File: src/rtl/pattern_detect_param_if.sv
// Bundles the data, configuration and status signals of the serial pattern
// detector. The master side drives the stream and configuration, and the
// slave side (the detector) returns the match pulse, match count and error flag.
interface pattern_detect_param_if #(
    parameter int MAX_LEN = 8,
    parameter int CNT_W   = 8
);
    localparam int LEN_W = $clog2(MAX_LEN + 1);

    logic               en;
    logic               x;
    logic               cfg_we;
    logic [MAX_LEN-1:0] cfg_pattern;
    logic [LEN_W-1:0]   cfg_len;
    logic               cfg_overlap;
    logic               cnt_clr;
    logic               y;
    logic [CNT_W-1:0]   match_cnt;
    logic               cfg_err;

    modport master (
        output en, x, cfg_we, cfg_pattern, cfg_len, cfg_overlap, cnt_clr,
        input  y, match_cnt, cfg_err
    );

    modport slave (
        input  en, x, cfg_we, cfg_pattern, cfg_len, cfg_overlap, cnt_clr,
        output y, match_cnt, cfg_err
    );
endinterface

File: src/rtl/pattern_detect_param.sv
// Serial bit-pattern detector with a runtime-loadable pattern of 2..MAX_LEN
// bits. It supports overlapping and non-overlapping match modes, produces a
// registered match pulse, and keeps a saturating match counter.
module pattern_detect_param #(
    parameter int          MAX_LEN     = 8,
    parameter int          CNT_W       = 8,
    parameter logic [15:0] DEF_PATTERN = 16'b0000_0000_0000_0110,
    parameter int          DEF_LEN     = 3
) (
    input  logic clk,
    input  logic rst_n,
    pattern_detect_param_if.slave bus
);
    localparam int                 LEN_W       = $clog2(MAX_LEN + 1);
    localparam logic [LEN_W-1:0]   MAX_FILL    = LEN_W'(MAX_LEN);
    localparam logic [LEN_W-1:0]   MIN_LEN     = LEN_W'(2);
    localparam logic [LEN_W-1:0]   RST_LEN     = LEN_W'(DEF_LEN);
    localparam logic [MAX_LEN-1:0] RST_PATTERN = DEF_PATTERN[MAX_LEN-1:0];
    localparam logic [CNT_W-1:0]   CNT_MAX     = '1;

    logic [MAX_LEN-1:0] history;
    logic [LEN_W-1:0]   fill;
    logic [MAX_LEN-1:0] pattern;
    logic [LEN_W-1:0]   len;
    logic               overlap;
    logic               y_q;
    logic               cfg_err_q;
    logic [CNT_W-1:0]   cnt_q;

    logic [MAX_LEN-1:0] history_next;
    logic [LEN_W-1:0]   fill_inc;
    logic [MAX_LEN-1:0] len_mask;
    logic               cfg_legal;
    logic               sample;
    logic               hit;

    // Compare the history as it will be after this edge, so a match is
    // flagged on the same edge that samples the completing bit.
    always_comb begin
        history_next = {history[MAX_LEN-2:0], bus.x};
        fill_inc     = (fill == MAX_FILL) ? fill : fill + LEN_W'(1);
        len_mask     = ~({MAX_LEN{1'b1}} << len);
        cfg_legal    = (bus.cfg_len >= MIN_LEN) && (bus.cfg_len <= MAX_FILL);
        sample       = bus.en && !bus.cfg_we;
        hit          = sample && (fill_inc >= len)
                       && ((history_next & len_mask) == (pattern & len_mask));
    end

    // Update configuration, history and fill. A configuration strobe wins
    // over the data stream, and an illegal configuration only drops the bit.
    always_ff @(posedge clk or negedge rst_n) begin
        if (!rst_n) begin
            history <= '0;
            fill    <= '0;
            pattern <= RST_PATTERN;
            len     <= RST_LEN;
            overlap <= 1'b1;
        end else if (bus.cfg_we) begin
            if (cfg_legal) begin
                pattern <= bus.cfg_pattern;
                len     <= bus.cfg_len;
                overlap <= bus.cfg_overlap;
                history <= '0;
                fill    <= '0;
            end
        end else if (bus.en) begin
            history <= history_next;
            fill    <= (hit && !overlap) ? '0 : fill_inc;
        end
    end

    // Register the match pulse and the rejected-configuration pulse.
    always_ff @(posedge clk or negedge rst_n) begin
        if (!rst_n) begin
            y_q       <= 1'b0;
            cfg_err_q <= 1'b0;
        end else begin
            y_q       <= hit;
            cfg_err_q <= bus.cfg_we && !cfg_legal;
        end
    end

    // Count matches and saturate at full scale. A clear on the same edge as
    // a match wins.
    always_ff @(posedge clk or negedge rst_n) begin
        if (!rst_n) begin
            cnt_q <= '0;
        end else if (bus.cnt_clr) begin
            cnt_q <= '0;
        end else if (hit && (cnt_q != CNT_MAX)) begin
            cnt_q <= cnt_q + CNT_W'(1);
        end
    end

    assign bus.y         = y_q;
    assign bus.cfg_err   = cfg_err_q;
    assign bus.match_cnt = cnt_q;
endmodule
File: src/flat_wrapper.sv
// flat-port wrapper written by rule: the top's interface ports become plain ports
module pattern_detect_param_flat 
#(
    parameter int          MAX_LEN     = 8,
    parameter int          CNT_W       = 8,
    parameter logic [15:0] DEF_PATTERN = 16'b0000_0000_0000_0110,
    parameter int          DEF_LEN     = 3
)
  (clk, rst_n, bus_en, bus_x, bus_cfg_we, bus_cfg_pattern, bus_cfg_len, bus_cfg_overlap, bus_cnt_clr, bus_y, bus_match_cnt, bus_cfg_err);
  pattern_detect_param_if #(.MAX_LEN(MAX_LEN), .CNT_W(CNT_W)) bus_i ();
  input  logic clk;
  input  logic rst_n;
  input wire logic [$bits(bus_i.en)-1:0] bus_en;
  input wire logic [$bits(bus_i.x)-1:0] bus_x;
  input wire logic [$bits(bus_i.cfg_we)-1:0] bus_cfg_we;
  input wire logic [$bits(bus_i.cfg_pattern)-1:0] bus_cfg_pattern;
  input wire logic [$bits(bus_i.cfg_len)-1:0] bus_cfg_len;
  input wire logic [$bits(bus_i.cfg_overlap)-1:0] bus_cfg_overlap;
  input wire logic [$bits(bus_i.cnt_clr)-1:0] bus_cnt_clr;
  output wire logic [$bits(bus_i.y)-1:0] bus_y;
  output wire logic [$bits(bus_i.match_cnt)-1:0] bus_match_cnt;
  output wire logic [$bits(bus_i.cfg_err)-1:0] bus_cfg_err;
  assign bus_i.en = bus_en;
  assign bus_i.x = bus_x;
  assign bus_i.cfg_we = bus_cfg_we;
  assign bus_i.cfg_pattern = bus_cfg_pattern;
  assign bus_i.cfg_len = bus_cfg_len;
  assign bus_i.cfg_overlap = bus_cfg_overlap;
  assign bus_i.cnt_clr = bus_cnt_clr;
  assign bus_y = bus_i.y;
  assign bus_match_cnt = bus_i.match_cnt;
  assign bus_cfg_err = bus_i.cfg_err;
  pattern_detect_param #(.MAX_LEN(MAX_LEN), .CNT_W(CNT_W), .DEF_PATTERN(DEF_PATTERN), .DEF_LEN(DEF_LEN)) u_core (.clk(clk), .rst_n(rst_n), .bus(bus_i));
endmodule
File: config.mk
export PLATFORM = sky130hd
export DESIGN_NAME = pattern_detect_param_flat
export DESIGN_NICKNAME = d
export VERILOG_FILES = /design/src/rtl/pattern_detect_param_if.sv /design/src/rtl/pattern_detect_param.sv /design/src/flat_wrapper.sv
export SDC_FILE = /design/constraint.sdc
export NUM_CORES = 1
export LEC_CHECK = 0
export CAP_MARGIN = 10
export CORE_MARGIN = 5
export CORE_UTILIZATION = 35
export CTS_BUF_LIST = sky130_fd_sc_hd__clkbuf_4 sky130_fd_sc_hd__clkbuf_8
export DETAILED_ROUTE_END_ITERATION = 10
export GPL_TIMING_DRIVEN = 0
export SYNTH_ARGS = -nofsm -noshare
export SYNTH_HDL_FRONTEND = slang
export SYNTH_SLANG_ARGS = --single-unit
export TNS_END_PERCENT = 1
File: constraint.sdc
create_clock -name clk -period 5.4 [get_ports clk]
set_input_delay 1.35 -clock clk [delete_from_list [all_inputs] [get_ports clk]]
set_output_delay 1.35 -clock clk [all_outputs]
set_load 0.01 [all_outputs]
==> metrics.csv <==
stage,metric,value,unit
logic_synthesis,post-synthesis xor/xnor area fraction,5.845,%
grt,vias in the first global route,1308,
finish,Post-layout nets,231,
sta,Clock Skew,0.007442,ns
power_and_ir_drop,pwr dens,296.1,mW/mm²
finish,multi-input combinational cell area,860.8,µm²
clock_tree,clk sinks,34,
placement,GPL Wtd Cong,0.7849,
finish,Area Growth Syn to Fin,25.21,%
routing,Initial DRC Count,77,
clock_tree,CTS Hold Buffers Added,0,
sta,worst slew pin tran,0.7516,ns
routing,drt drc,0,
routing,post-route ant nets,0,
routing,Vias,1361,
clock_tree,postcts setup bufs,0,
min_path,Hold Crit Class,reg -> reg,
clock_tree,TritonCTS clock tree,built,
grt,initial antenna violation count,0,
finish,layout cells sized above 1,16.50,%
finish,sequential cell area,857.1,µm²
clock_tree,Clock transition at path regs,0.07,ns
placement,port buffer count,27,
floorplan,die height,81.25,µm
setup_path,arrival time worst endpoint,3.72,ns
routing,Wirelength per Cell,13.11,µm
sta,Max Clk Rate,284.8,MHz
routing,DR vias/cell,4.931,
outcome,outcome,"finished, final reports clean",
sta,Slew HR,49.89,%
floorplan,die area,0.006602,mm²
logic_synthesis,Synth Register Bits,34,
clock_tree,TritonCTS buffer count,5,
routing,Initial DRT Pass Iterations,4,
grt,first-pass GRT wire length,6.141,mm
clock_tree,clock root buffer,clkbuf_8,
floorplan,Die W,81.25,µm
clock_tree,largest buffer count on any clock path,2,
logic_synthesis,Post-Syn Nets,197,
grt,largest net degree at the start of global routing,35,
grt,global-route total usage across every layer,11.99,%
sta,max-slew violation count,0,
logic_synthesis,simple-gate portion of the synthesized area,15.07,%
setup_path,type of the worst setup path,in -> reg,
logic_synthesis,Post-Syn Area,0.001777,mm²
logic_synthesis,"synthesized-area fraction occupied by ao, oa, aoi and oai cells",13.87,%
logic_synthesis,main combinational cell family by area after synthesis,simple AND/OR/NAND/NOR gates,
logic_synthesis,post-synthesis adder-cell area fraction,4.930,%
power_and_ir_drop,Leak,0.0008941,µW
clock_tree,CTS-repair resized insts,0,
setup_path,crit path capture type,register,
sta,Fin Setup TNS,0,ns
floorplan,# rows,26,
grt,grt total ovfl,0,
logic_synthesis,Synth warnings,0,
sta,Fin. Hold Viols,0,
sta,RSZ-0062 raised after global routing,false,
logic_synthesis,mux cell area share after synthesis,8.732,%
setup_path,CP max FO,5,
setup_path,WP data required,5.61,ns
logic_synthesis,synthesized netlist cell count,171,
setup_path,CP Launch Type,primary input,
logic_synthesis,Unique masters post-synth,36,
logic_synthesis,syn avg cell area,10.39,µm²
flow_run,max-cap violations,0,
finish,# diodes,0,
routing,Routed WL,3.617,mm
power_and_ir_drop,"IR drop worst, VDD",161.3,µV
placement,pre-CTS WS,1.599,ns
sta,Final WS setup,1.889,ns
placement,hpwl dp,2.679,mm
floorplan,num ports,29,
floorplan,Core ar.,0.005010,mm²
finish,Fill cells,508,
sta,post-layout minimum cycle time,3.511,ns
logic_synthesis,post-synthesis sequential area ratio,48.24,%
floorplan,Initial Utilization,35.46,%
clock_tree,H-tree lvl count,2,
sta,period utilization,65.02,%
sta,Setup-failing EPs final,0,
clock_tree,clk_lat worst skew,0.28,ns
## routing by layer
layer	global-route usage [%]	part of all wire, %
met1	15.19	46
met2	19.87	50
met3	3.104	3.3
met4	3.885	0.75
met5	0	0
## sequential cells by signal, indices dropped and copies added, names as in the netlist
register and count:
u_core.bus.cfg_err 1, u_core.bus.match_cnt 8, u_core.bus.y 1, u_core.fill 4, u_core.history 7, u_core.len 4, u_core.overlap 1, u_core.pattern 8
## cell usage in the layout, fill, tap and decap left out, drive strengths merged, types with 2 or more instances in the layout
cell type      synthesis  routed
mux2i                  2       2
nor2                  10      10
clkdlybuf4s50          0      26
o21ai                 15      15
nand3                  5       5
dfrtp                 29      29
xor2                   3       3
or4                    5       5
clkbuf                 3      10
o31ai                  4       4
dfstp                  5       5
xnor2                  8       8
ha                     7       7
nor2b                  2       2
mux2                  12      12
a32o                   3       3
nand2b                 2       2
a21oi                 13      13
inv                    7       7
or3                    5       5
buf                    1       2
nand2                 21      21
## critical path, cell delays in order
cell	delay, ns
clkdlybuf4s50_1	0.50
nor2b_2	0.20
o221ai_1	0.14
or4_1	0.53
or3_4	0.37
or4_1	0.48
a21oi_1	0.16
## final cells by class
type	instances	share of cell area (%)
Clock buffer	7	4.050
Clock inverter	1	0.2250
Inverter	7	1.181
Multi-Input combinational cell	125	38.70
Timing Repair Buffer	27	11.92
Sequential cell	34	38.53
Buffer	5	1.462
Tap cell	70	3.937
## kinds of logic after synthesis
group           count (synthesis)
compound gates                 41
xor+xnor                       11
fa+ha+maj                       7
buf+inv                        12
flops                          34
mux                            14
simple gates                   52
## per-stage QoR
stage          cells  power, µW  util [%]  area, µm²  hold slack (ns)
2_1_floorplan    171      419.0         -       1777           0.4905
3_3_place_gp     268      464.8     42.61       2135           0.5064
3_5_place_dp     268      468.2     42.51       2130           0.5102
4_1_cts          276      667.1     44.41       2225           0.5267
5_1_grt          276      702.6     44.41       2225           0.5468
6_report         276      658.6     44.41       2225           0.5258
## Yosys cell counts
| master | number | area (µm²) |
|---|---|---|
| mux2_2 | 12 | 135.1 |
| clkbuf_1 | 3 | 11.26 |
| a32o_1 | 3 | 30.03 |
| o221ai_1 | 1 | 8.760 |
| o31ai_1 | 4 | 30.03 |
| or3_4 | 2 | 22.52 |
| o41ai_1 | 1 | 8.760 |
| inv_1 | 7 | 26.28 |
| nor2b_1 | 1 | 6.260 |
| dfrtp_1 | 29 | 725.7 |
| clkdlybuf4s25_2 | 1 | 10.01 |
| nor2_1 | 9 | 33.78 |
| nor2_4 | 1 | 11.26 |
| buf_6 | 1 | 11.26 |
| o21a_1 | 1 | 7.510 |
| or3_1 | 3 | 18.77 |
| dfstp_2 | 5 | 131.4 |
| or4_1 | 4 | 30.03 |
| nand2_1 | 21 | 78.83 |
| nor3_1 | 1 | 5.000 |
| o21ai_1 | 3 | 15.01 |
| nor2b_2 | 1 | 8.760 |
| mux2i_1 | 2 | 20.02 |
| o22ai_1 | 1 | 6.260 |
| a31oi_1 | 1 | 6.260 |
| a2111oi_0 | 1 | 8.760 |
| xnor2_2 | 1 | 16.27 |
| or4_2 | 1 | 8.760 |
| nand2b_1 | 2 | 12.51 |
| a21oi_1 | 13 | 65.06 |
| xnor2_1 | 7 | 61.31 |
| xor2_1 | 3 | 26.28 |
| o21ai_0 | 12 | 60.06 |
| ha_1 | 7 | 87.58 |
| nand4_1 | 1 | 6.260 |
| nand3_1 | 5 | 25.02 |
## where the power goes
part | switching, µW | internal (µW) | total [µW]
logic | 69.4 | 76.5 | 146
clock network | 88.8 | 108 | 197
registers | 27.8 | 288 | 316
## path summary, 6_finish.rpt
path,startpoint,endpoint,slack (ns),cells after the start
setup / recovery,bus_cfg_we,u_core.bus.match_cnt[7]$_DFFE_PN0P_,1.89,7
hold / removal,u_core.pattern[0]$_DFFE_PN0P_,u_core.pattern[0]$_DFFE_PN0P_,0.53,1
setup reg to reg,u_core.fill[0]$_DFFE_PN0P_,u_core.bus.match_cnt[7]$_DFFE_PN0P_,2.45,12
hold reg to reg,u_core.pattern[0]$_DFFE_PN0P_,u_core.pattern[0]$_DFFE_PN0P_,0.53,1
max in group asynchronous,rst_n,u_core.history[6]$_DFFE_PN0P_,3.79,1
min in group asynchronous,rst_n,u_core.bus.match_cnt[7]$_DFFE_PN0P_,1.14,1
(Power assumes the default switching activity.)
